`config.mk`:
```
export PLATFORM = sky130hd
export DESIGN_NAME = seg_cascade_counter_flat
export DESIGN_NICKNAME = d
export VERILOG_FILES = /design/src/rtl/seg_cascade_counter_if.sv /design/src/rtl/seg_cascade_counter.sv /design/src/flat_wrapper.sv
export SDC_FILE = /design/constraint.sdc
export NUM_CORES = 1
export LEC_CHECK = 0
export ABC_AREA = 1
export CAP_MARGIN = 20
export CORE_UTILIZATION = 55
export CTS_BUF_LIST = sky130_fd_sc_hd__clkbuf_4 sky130_fd_sc_hd__clkbuf_8
export CTS_CLUSTER_DIAMETER = 60
export DETAILED_ROUTE_END_ITERATION = 10
export GPL_ROUTABILITY_DRIVEN = 0
export GPL_TIMING_DRIVEN = 0
export PLACE_DENSITY = 0.91
export SYNTH_ARGS = -nofsm -noshare
export SYNTH_HDL_FRONTEND = slang
export SYNTH_SLANG_ARGS = --single-unit
```
`constraint.sdc`:
```
create_clock -name clk -period 3.4 [get_ports clk]
set_input_delay 0.68 -clock clk [delete_from_list [all_inputs] [get_ports clk]]
set_output_delay 0.68 -clock clk [all_outputs]
set_load 0.01 [all_outputs]
```
`src/rtl/seg_cascade_counter_if.sv`:
```
// Counter control/status bundle for seg_cascade_counter.
// master drives en/up/load/load_val/mod_val/sat and reads q/at_term/wrap_p/seg_cy.
interface seg_cascade_counter_if #(
   parameter int SEG_W = 2,
   parameter int SEGS  = 4
) ();
   localparam int W = SEG_W * SEGS;

   logic            en;
   logic            up;
   logic            load;
   logic [W-1:0]    load_val;
   logic [W-1:0]    mod_val;
   logic            sat;
   logic [W-1:0]    q;
   logic            at_term;
   logic            wrap_p;
   logic [SEGS-2:0] seg_cy;

   modport master (
      output en, up, load, load_val, mod_val, sat,
      input  q, at_term, wrap_p, seg_cy
   );

   modport slave (
      input  en, up, load, load_val, mod_val, sat,
      output q, at_term, wrap_p, seg_cy
   );
endinterface

```
`src/rtl/seg_cascade_counter.sv`:
```
// Up/down counter of SEGS cascaded SEG_W-bit segments with modulo, load, sat/wrap.
// Ports: clk, rst (sync, active-high), bus (slave modport: controls in, q/flags out).
module seg_cascade_counter #(
   parameter int SEG_W = 2,
   parameter int SEGS  = 4
) (
   input logic                  clk,
   input logic                  rst,
   seg_cascade_counter_if.slave bus
);
   localparam int W = SEG_W * SEGS;

   logic [W-1:0]     r_q;
   logic             r_wrap_p;

   logic [W-1:0]     w_q_nxt;
   logic             w_wrap_nxt;
   logic             w_step;
   logic [W-1:0]     w_cas;
   logic [SEGS-1:0]  w_seg_en;
   logic [SEG_W-1:0] w_seg;
   logic             w_acc;

   // Ripple-enable chain: segment i steps only if all lower
   // segments sit at their carry (all-ones) / borrow (all-zeros) value.
   always_comb begin
      w_cas    = r_q;
      w_seg_en = '0;
      w_seg    = '0;
      w_acc    = w_step;
      for (int i = 0; i < SEGS; i++) begin
         w_seg       = r_q[i*SEG_W +: SEG_W];
         w_seg_en[i] = w_acc;
         if (w_acc) begin
            w_cas[i*SEG_W +: SEG_W] = bus.up ? w_seg + 1'b1
                                             : w_seg - 1'b1;
         end
         w_acc = w_acc & (bus.up ? (&w_seg) : ~(|w_seg));
      end
   end

   // w_step marks a plain +/-1 step; terminal cases bypass the chain.
   always_comb begin
      w_q_nxt    = r_q;
      w_wrap_nxt = 1'b0;
      w_step     = 1'b0;
      if (bus.load) begin
         w_q_nxt = (bus.load_val < bus.mod_val) ? bus.load_val
                                                : bus.mod_val;
      end else if (bus.en) begin
         if (bus.up) begin
            if (r_q >= bus.mod_val) begin
               if (!bus.sat) begin
                  w_q_nxt    = '0;
                  w_wrap_nxt = 1'b1;
               end
            end else begin
               w_step = 1'b1;
            end
         end else begin
            if (r_q > bus.mod_val) begin
               w_q_nxt = bus.mod_val;
            end else if (r_q == '0) begin
               if (!bus.sat) begin
                  w_q_nxt    = bus.mod_val;
                  w_wrap_nxt = 1'b1;
               end
            end else begin
               w_step = 1'b1;
            end
         end
         if (w_step) begin
            w_q_nxt = w_cas;
         end
      end
   end

   always_ff @(posedge clk) begin
      if (rst) begin
         r_q      <= '0;
         r_wrap_p <= 1'b0;
      end else begin
         r_q      <= w_q_nxt;
         r_wrap_p <= w_wrap_nxt;
      end
   end

   assign bus.q       = r_q;
   assign bus.wrap_p  = r_wrap_p;
   assign bus.at_term = bus.up ? (r_q == bus.mod_val) : (r_q == '0);
   assign bus.seg_cy  = w_seg_en[SEGS-1:1];
endmodule

```
`src/flat_wrapper.sv`:
```
// flat-port wrapper written by rule: the top's interface ports become plain ports
module seg_cascade_counter_flat 
#(
   parameter int SEG_W = 2,
   parameter int SEGS  = 4
)
  (clk, rst, bus_en, bus_up, bus_load, bus_load_val, bus_mod_val, bus_sat, bus_q, bus_at_term, bus_wrap_p, bus_seg_cy);
  seg_cascade_counter_if #(.SEG_W(SEG_W), .SEGS(SEGS)) bus_i ();
  input logic clk;
  input logic rst;
  input wire logic [$bits(bus_i.en)-1:0] bus_en;
  input wire logic [$bits(bus_i.up)-1:0] bus_up;
  input wire logic [$bits(bus_i.load)-1:0] bus_load;
  input wire logic [$bits(bus_i.load_val)-1:0] bus_load_val;
  input wire logic [$bits(bus_i.mod_val)-1:0] bus_mod_val;
  input wire logic [$bits(bus_i.sat)-1:0] bus_sat;
  output wire logic [$bits(bus_i.q)-1:0] bus_q;
  output wire logic [$bits(bus_i.at_term)-1:0] bus_at_term;
  output wire logic [$bits(bus_i.wrap_p)-1:0] bus_wrap_p;
  output wire logic [$bits(bus_i.seg_cy)-1:0] bus_seg_cy;
  assign bus_i.en = bus_en;
  assign bus_i.up = bus_up;
  assign bus_i.load = bus_load;
  assign bus_i.load_val = bus_load_val;
  assign bus_i.mod_val = bus_mod_val;
  assign bus_i.sat = bus_sat;
  assign bus_q = bus_i.q;
  assign bus_at_term = bus_i.at_term;
  assign bus_wrap_p = bus_i.wrap_p;
  assign bus_seg_cy = bus_i.seg_cy;
  seg_cascade_counter #(.SEG_W(SEG_W), .SEGS(SEGS)) u_core (.clk(clk), .rst(rst), .bus(bus_i));
endmodule
```
## Yosys cells after proc, flatten, opt, wreduce, memory -nomap -nowiden

Cells that the tools add are included.
W data, S select, Z words.

| word-level totals | value |
|---|---|
| output and inout bits | 13 |
| bits in registers | 9 |

| cells by class | value |
|---|---|
| order comparisons | 3 |
| muxes and demuxes | 35 |
| eq/ne operators | 8 |
| bitwise operators | 7 |
| add/subtract/negate cells | 8 |
| reduce and logical (&&, ||, !) cells | 14 |

Operator list:

| kind | count |
|---|---|
| $mux W8 | 10 |
| $reduce_and A6 Y1 | 4 |
| $mux W1 | 17 |
| $mux W2 | 8 |
| $ne A3 B3 Y1 const B | 3 |
| $add A2 B1 Y2 const B | 4 |
| $eq A8 B8 Y1 | 1 |
| $ge A8 B8 Y1 | 1 |
| $gt A8 B8 Y1 | 1 |
| $logic_not A8 Y1 | 1 |
| $lt A8 B8 Y1 | 1 |
| $sub A2 B1 Y2 const B | 4 |
| $reduce_and A2 Y1 | 3 |
| $reduce_or A2 Y1 | 3 |
| $reduce_bool A5 Y1 | 1 |
| $ne A4 B1 Y1 const B | 1 |
| $ne A4 B2 Y1 const B | 1 |
| $ne A4 B3 Y1 const B | 1 |
| $not A1 Y1 | 4 |
| $and A1 B1 Y1 | 3 |
| $ne A3 B2 Y1 const B | 1 |
| $reduce_or A3 Y1 | 1 |
| $reduce_bool A2 Y1 | 1 |

## Depth between registers and ports, before layout

| depth | value |
|---|---|
| depth after elaboration | 15 |
| gate-level depth with buffers | 17 |
| depth with buffers taken out | 17 |

## Least setup slack after synthesis

Ideal clock, no wire load.

| timing path | value |
|---|---|
| path type | input to output |
| from | input port bus_mod_val[7] |
| to | output port bus_seg_cy[2] |
| data required time | 2720 ps |
| stages | 10 |
| buffers on the path | 0 |
| data arrival time | 2035 ps |
| path slack | 685 ps |
| cell sequence | inv_1 ha_1 a21o_1 nor2_2 nand2_2 nand2_4 nand2_4 nor2_4 inv_1 nor3_1 |

| between the ends | value |
|---|---|
| word-level cells in the longest chain between the ends | 10 |
| elaborated cells on any way between the ends | 12 |

Ends and longest elaborated chain:

| element | RTL line | source |
|---|---|---|
| from (decl) | flat_wrapper.sv:15 | `input wire logic [$bits(bus_i.mod_val)-1:0] bus_mod_val;` |
| $gt A8 B8 Y1 or $ge A8 B8 Y1 (tied branches) | seg_cascade_counter.sv:61, seg_cascade_counter.sv:52 |  |
| $mux W1 (on tied branches) | seg_cascade_counter.sv:61, seg_cascade_counter.sv:52 |  |
| $mux W1 (*) | seg_cascade_counter.sv:51 | `if (bus.up) begin` |
| $mux W1 (*) | seg_cascade_counter.sv:50 | `end else if (bus.en) begin` |
| $mux W1 (*) | seg_cascade_counter.sv:47 | `if (bus.load) begin` |
| $mux W1 (*) | seg_cascade_counter.sv:50 |  |
| $mux W1 (*) | seg_cascade_counter.sv:47 |  |
| $and A1 B1 Y1 (*) | seg_cascade_counter.sv:38 | `w_acc = w_acc & (bus.up ? (&w_seg) : ~(\|w_seg));` |
| named net bus_seg_cy[0] | flat_wrapper.sv:20 | `output wire logic [$bits(bus_i.seg_cy)-1:0] bus_seg_cy;` |
| $and A1 B1 Y1 (*) (2 in a row) | seg_cascade_counter.sv:38 |  |
| to (decl) | flat_wrapper.sv:20 |  |

The timed path passes the listed nets; every way through them passes the cells marked *. The select of a mux whose other input is x is not followed.

## Worst setup path in the final report

| timing path | value |
|---|---|
| from | input port bus_mod_val[3] |
| to | output port bus_seg_cy[2] |

| between the ends | value |
|---|---|
| word-level cells in the longest chain between the ends | 10 |
| elaborated cells on any way between the ends | 12 |

Ends and longest elaborated chain:

| element | RTL line |
|---|---|
| $gt A8 B8 Y1 or $ge A8 B8 Y1 (tied branches) | seg_cascade_counter.sv:61, seg_cascade_counter.sv:52 |
| $mux W1 (on tied branches) | seg_cascade_counter.sv:61, seg_cascade_counter.sv:52 |
| $mux W1 (*) | seg_cascade_counter.sv:51 |
| $mux W1 (*) | seg_cascade_counter.sv:50 |
| $mux W1 (*) | seg_cascade_counter.sv:47 |
| $mux W1 (*) | seg_cascade_counter.sv:50 |
| $mux W1 (*) | seg_cascade_counter.sv:47 |
| $and A1 B1 Y1 (*) (3 in a row) | seg_cascade_counter.sv:38 |

Mark *: on every way between the ends. The rest lies on a longest branch, timed or not. The select of a mux whose other input is x is not followed.

==> summary.md <==
| Metric | Value |
|---|---|
| Row count | `17` |
| DR WL/cell | `13.6 um` |
| Main flop type after synthesis | `dfxtp_1` |
| Routed vias | `1573` |
| Leak | `0.913 nW` |
| Antenna violations before repair | `0` |
| Clock Latency Late Sink | `0.28 ns` |
| Core Box Area | `0.00225 mm2` |
| Register bit total from synthesis | `9` |
| Fmax | `298 MHz` |
| DR vias/cell | `5.41` |
| Largest net degree at the start of global routing | `11` |
| First-pass GRT wire length | `6.05 mm` |
| Root buffer cell | `clkbuf_4` |
| Worst hold path class | `reg2reg` |
| # IOs | `35` |
| Synth async-reset ratio | `0%` |
| Synth cell types | `29` |
| Critical Path Fanout Max | `10` |
| TritonCTS Sinks | `9` |
| Setup violators final | `0` |
| H-Tree Level Count | `1` |
| Period utilization | `98.6%` |
| Status | `finished, final reports clean` |
| Die width | `51.4 um` |
| Placed insts | `278` |
| Area grow syn2layout | `37.8%` |
| Avg Synthesized Cell Area | `6.18 um2` |
| Initial core utilization | `59.5%` |
| DIE AREA | `0.00264 mm2` |
| Worst slew margin | `67.8%` |
| CP Launch Type | `input pin` |
| Drt total wl | `3.95 mm` |
| All-Layer GR Usage | `31.5%` |
| Detailed Place HPWL | `2.75 mm` |
| PD cells | `431 mW/mm2` |
| Initial DRC Count | `50` |
| Fin. Hold Viols | `0` |
| Crit Path Class | `in2out` |
| Nets | `301` |
| Post-Synthesis Cells | `217` |
| Worst slew pin tran | `0.478 ns` |
| CTS tree | `yes` |
| Finished Cell Area | `0.00185 mm2` |
| Vias in the first global route | `1297` |
| Buffers on Ports | `33` |
| CP arrival | `2.67 ns` |
| Req. time, crit path | `2.72 ns` |
| Minimum clock period | `3.35 ns` |
| Worst ir drop on vdd | `0.403 mV` |
| Grt total ovfl | `0` |
| Maxcap violations | `0` |
| Fraction of layout cells with a size suffix above 1 | `18.6%` |
| Synth Warn # | `0` |
| Clk slew on worst S/H paths | `0.07 ns` |
| Register area share after synthesis | `13.4%` |
| Commonest non-fill, non-tap cell in the layout | `nand2_1` |
| Fin. max-slew vios | `0` |
| Cell Area, Placed | `0.00171 mm2` |
| Post-synth EDFFs | `0` |
| Clk_skew | `0.00301 ns` |
| Hold buffer count at CTS | `0` |
| Endpoint type of the worst setup path | `primary output` |
| Setup TNS | `0 ns` |
| Mapped Area | `0.00134 mm2` |
| Commonest cells after routing, fill and taps aside | `nand2_1, clkdlybuf4s50_1, inv_1, nor2_1, nand3_1` |
| DRC Markers | `0` |
| DRT antenna net count | `0` |
| Fin util | `82.0%` |
| Finished Layout Cells | `291` |
| Total CTS buffers | `3` |
| Pre-antenna DRT Iters | `4` |
| Syn nets | `254` |
| Clock Path Buffers | `2` |
| Final hold slack | `0.642 ns` |
| Die H | `51.4 um` |
| Antenna fix cells | `0` |
[Yosys cell counts (all sizes together), types with 2 or more instances]
master | instances | share of area, %
ha | 15 | 14
inv | 27 | 7.7
o21a | 2 | 1.1
nand2 | 62 | 20
a21oi | 14 | 6.1
dfxtp | 9 | 13
buf | 3 | 1.3
nor2 | 31 | 11
xor2 | 4 | 2.6
xnor2 | 4 | 2.6
nand3 | 23 | 9.3
nand3b | 4 | 2.2
o211ai | 2 | 1.1
o21ai | 12 | 4.5
[layout make-up]
type                    instances  area [um2]
well taps                      28        35.0
fillers                       173         407
multi-input cells             177        1090
clock buffers                   4        30.0
repair buffers                 42         389
plain buffers                   4        21.3
flip-flops and latches          9         180
inverters                      27         104
[worst max-delay path: stages]
cell and delay, ns:
clkdlybuf4s50_1 0.49, inv_1 0.08, ha_1 0.31, nand2_1 0.10, inv_1 0.05, nand2_1 0.06
nand2_1 0.07, nand2_2 0.09, nand2_4 0.07, nand2_4 0.11, nand2_8 0.09, nor2_4 0.11
inv_1 0.06, nor3_1 0.13, buf_2 0.16
[cell families after synthesis]
kind of cell / after synthesis / synth area share (%)
and+or+nand+nor: 122 / 44.0
AOI/OAI and AO/OA: 32 / 14.0
buffers and inverters: 31 / 9.33
adders and majority gates: 15 / 14.0
DFF: 9 / 13.4
xor gates and xnor gates: 8 / 5.22
[worst paths after layout]
check                                      from               to  slack (ns)  cells after the start
worst max-delay path             bus_mod_val[3]    bus_seg_cy[2]        0.05                     15
worst min-delay path            u_core.bus.q[6]  u_core.bus.q[6]        0.64                      4
worst min register to register  u_core.bus.q[6]  u_core.bus.q[6]        0.64                      4
worst max register to register  u_core.bus.q[7]  u_core.bus.q[7]        0.78                     17
[repair_timing]
action / 4_1_cts / 5_1_grt
hold endpoints to repair: 0 / 0
pin swaps: 1 / 2
resized for setup: 8 / 10
buffers inserted: 7 / 2
endpoints found under the setup margin: 3 / 3
[layer usage]
layer / part of all wire (%) / vias up / global-route usage (%)
met1: 43 / 708 / 39.9
met3: 6.8 / 10 / 7.14
met5: 0 / - / 0
met2: 49 / 59 / 54.3
li1: - / 796 / -
met4: 1.2 / 0 / 5.41
[metrics by stage]
stage               power [W]  worst slack, ns
global placement     0.000591           -0.335
global route         0.000857          -0.0466
finish               0.000796           0.0492
floorplan            0.000464            0.685
detailed placement   0.000602           -0.375
CTS                  0.000735           0.0139
[power breakdown]
| part | leakage, nW | switching, W | internal, W |
|---|---|---|---|
| clock | 0.0184 | 0.0000502 | 0.0000537 |
| combinational | 0.820 | 0.000288 | 0.000239 |
| sequential | 0.0746 | 0.0000392 | 0.000126 |
| total | 0.913 | 0.000377 | 0.000418 |
[state kept, by name, summed over array words and instances (netlist names)]
name               count
u_core.bus.q           8
u_core.bus.wrap_p      1
No activity file was read; power rests on OpenSTA's default activity.
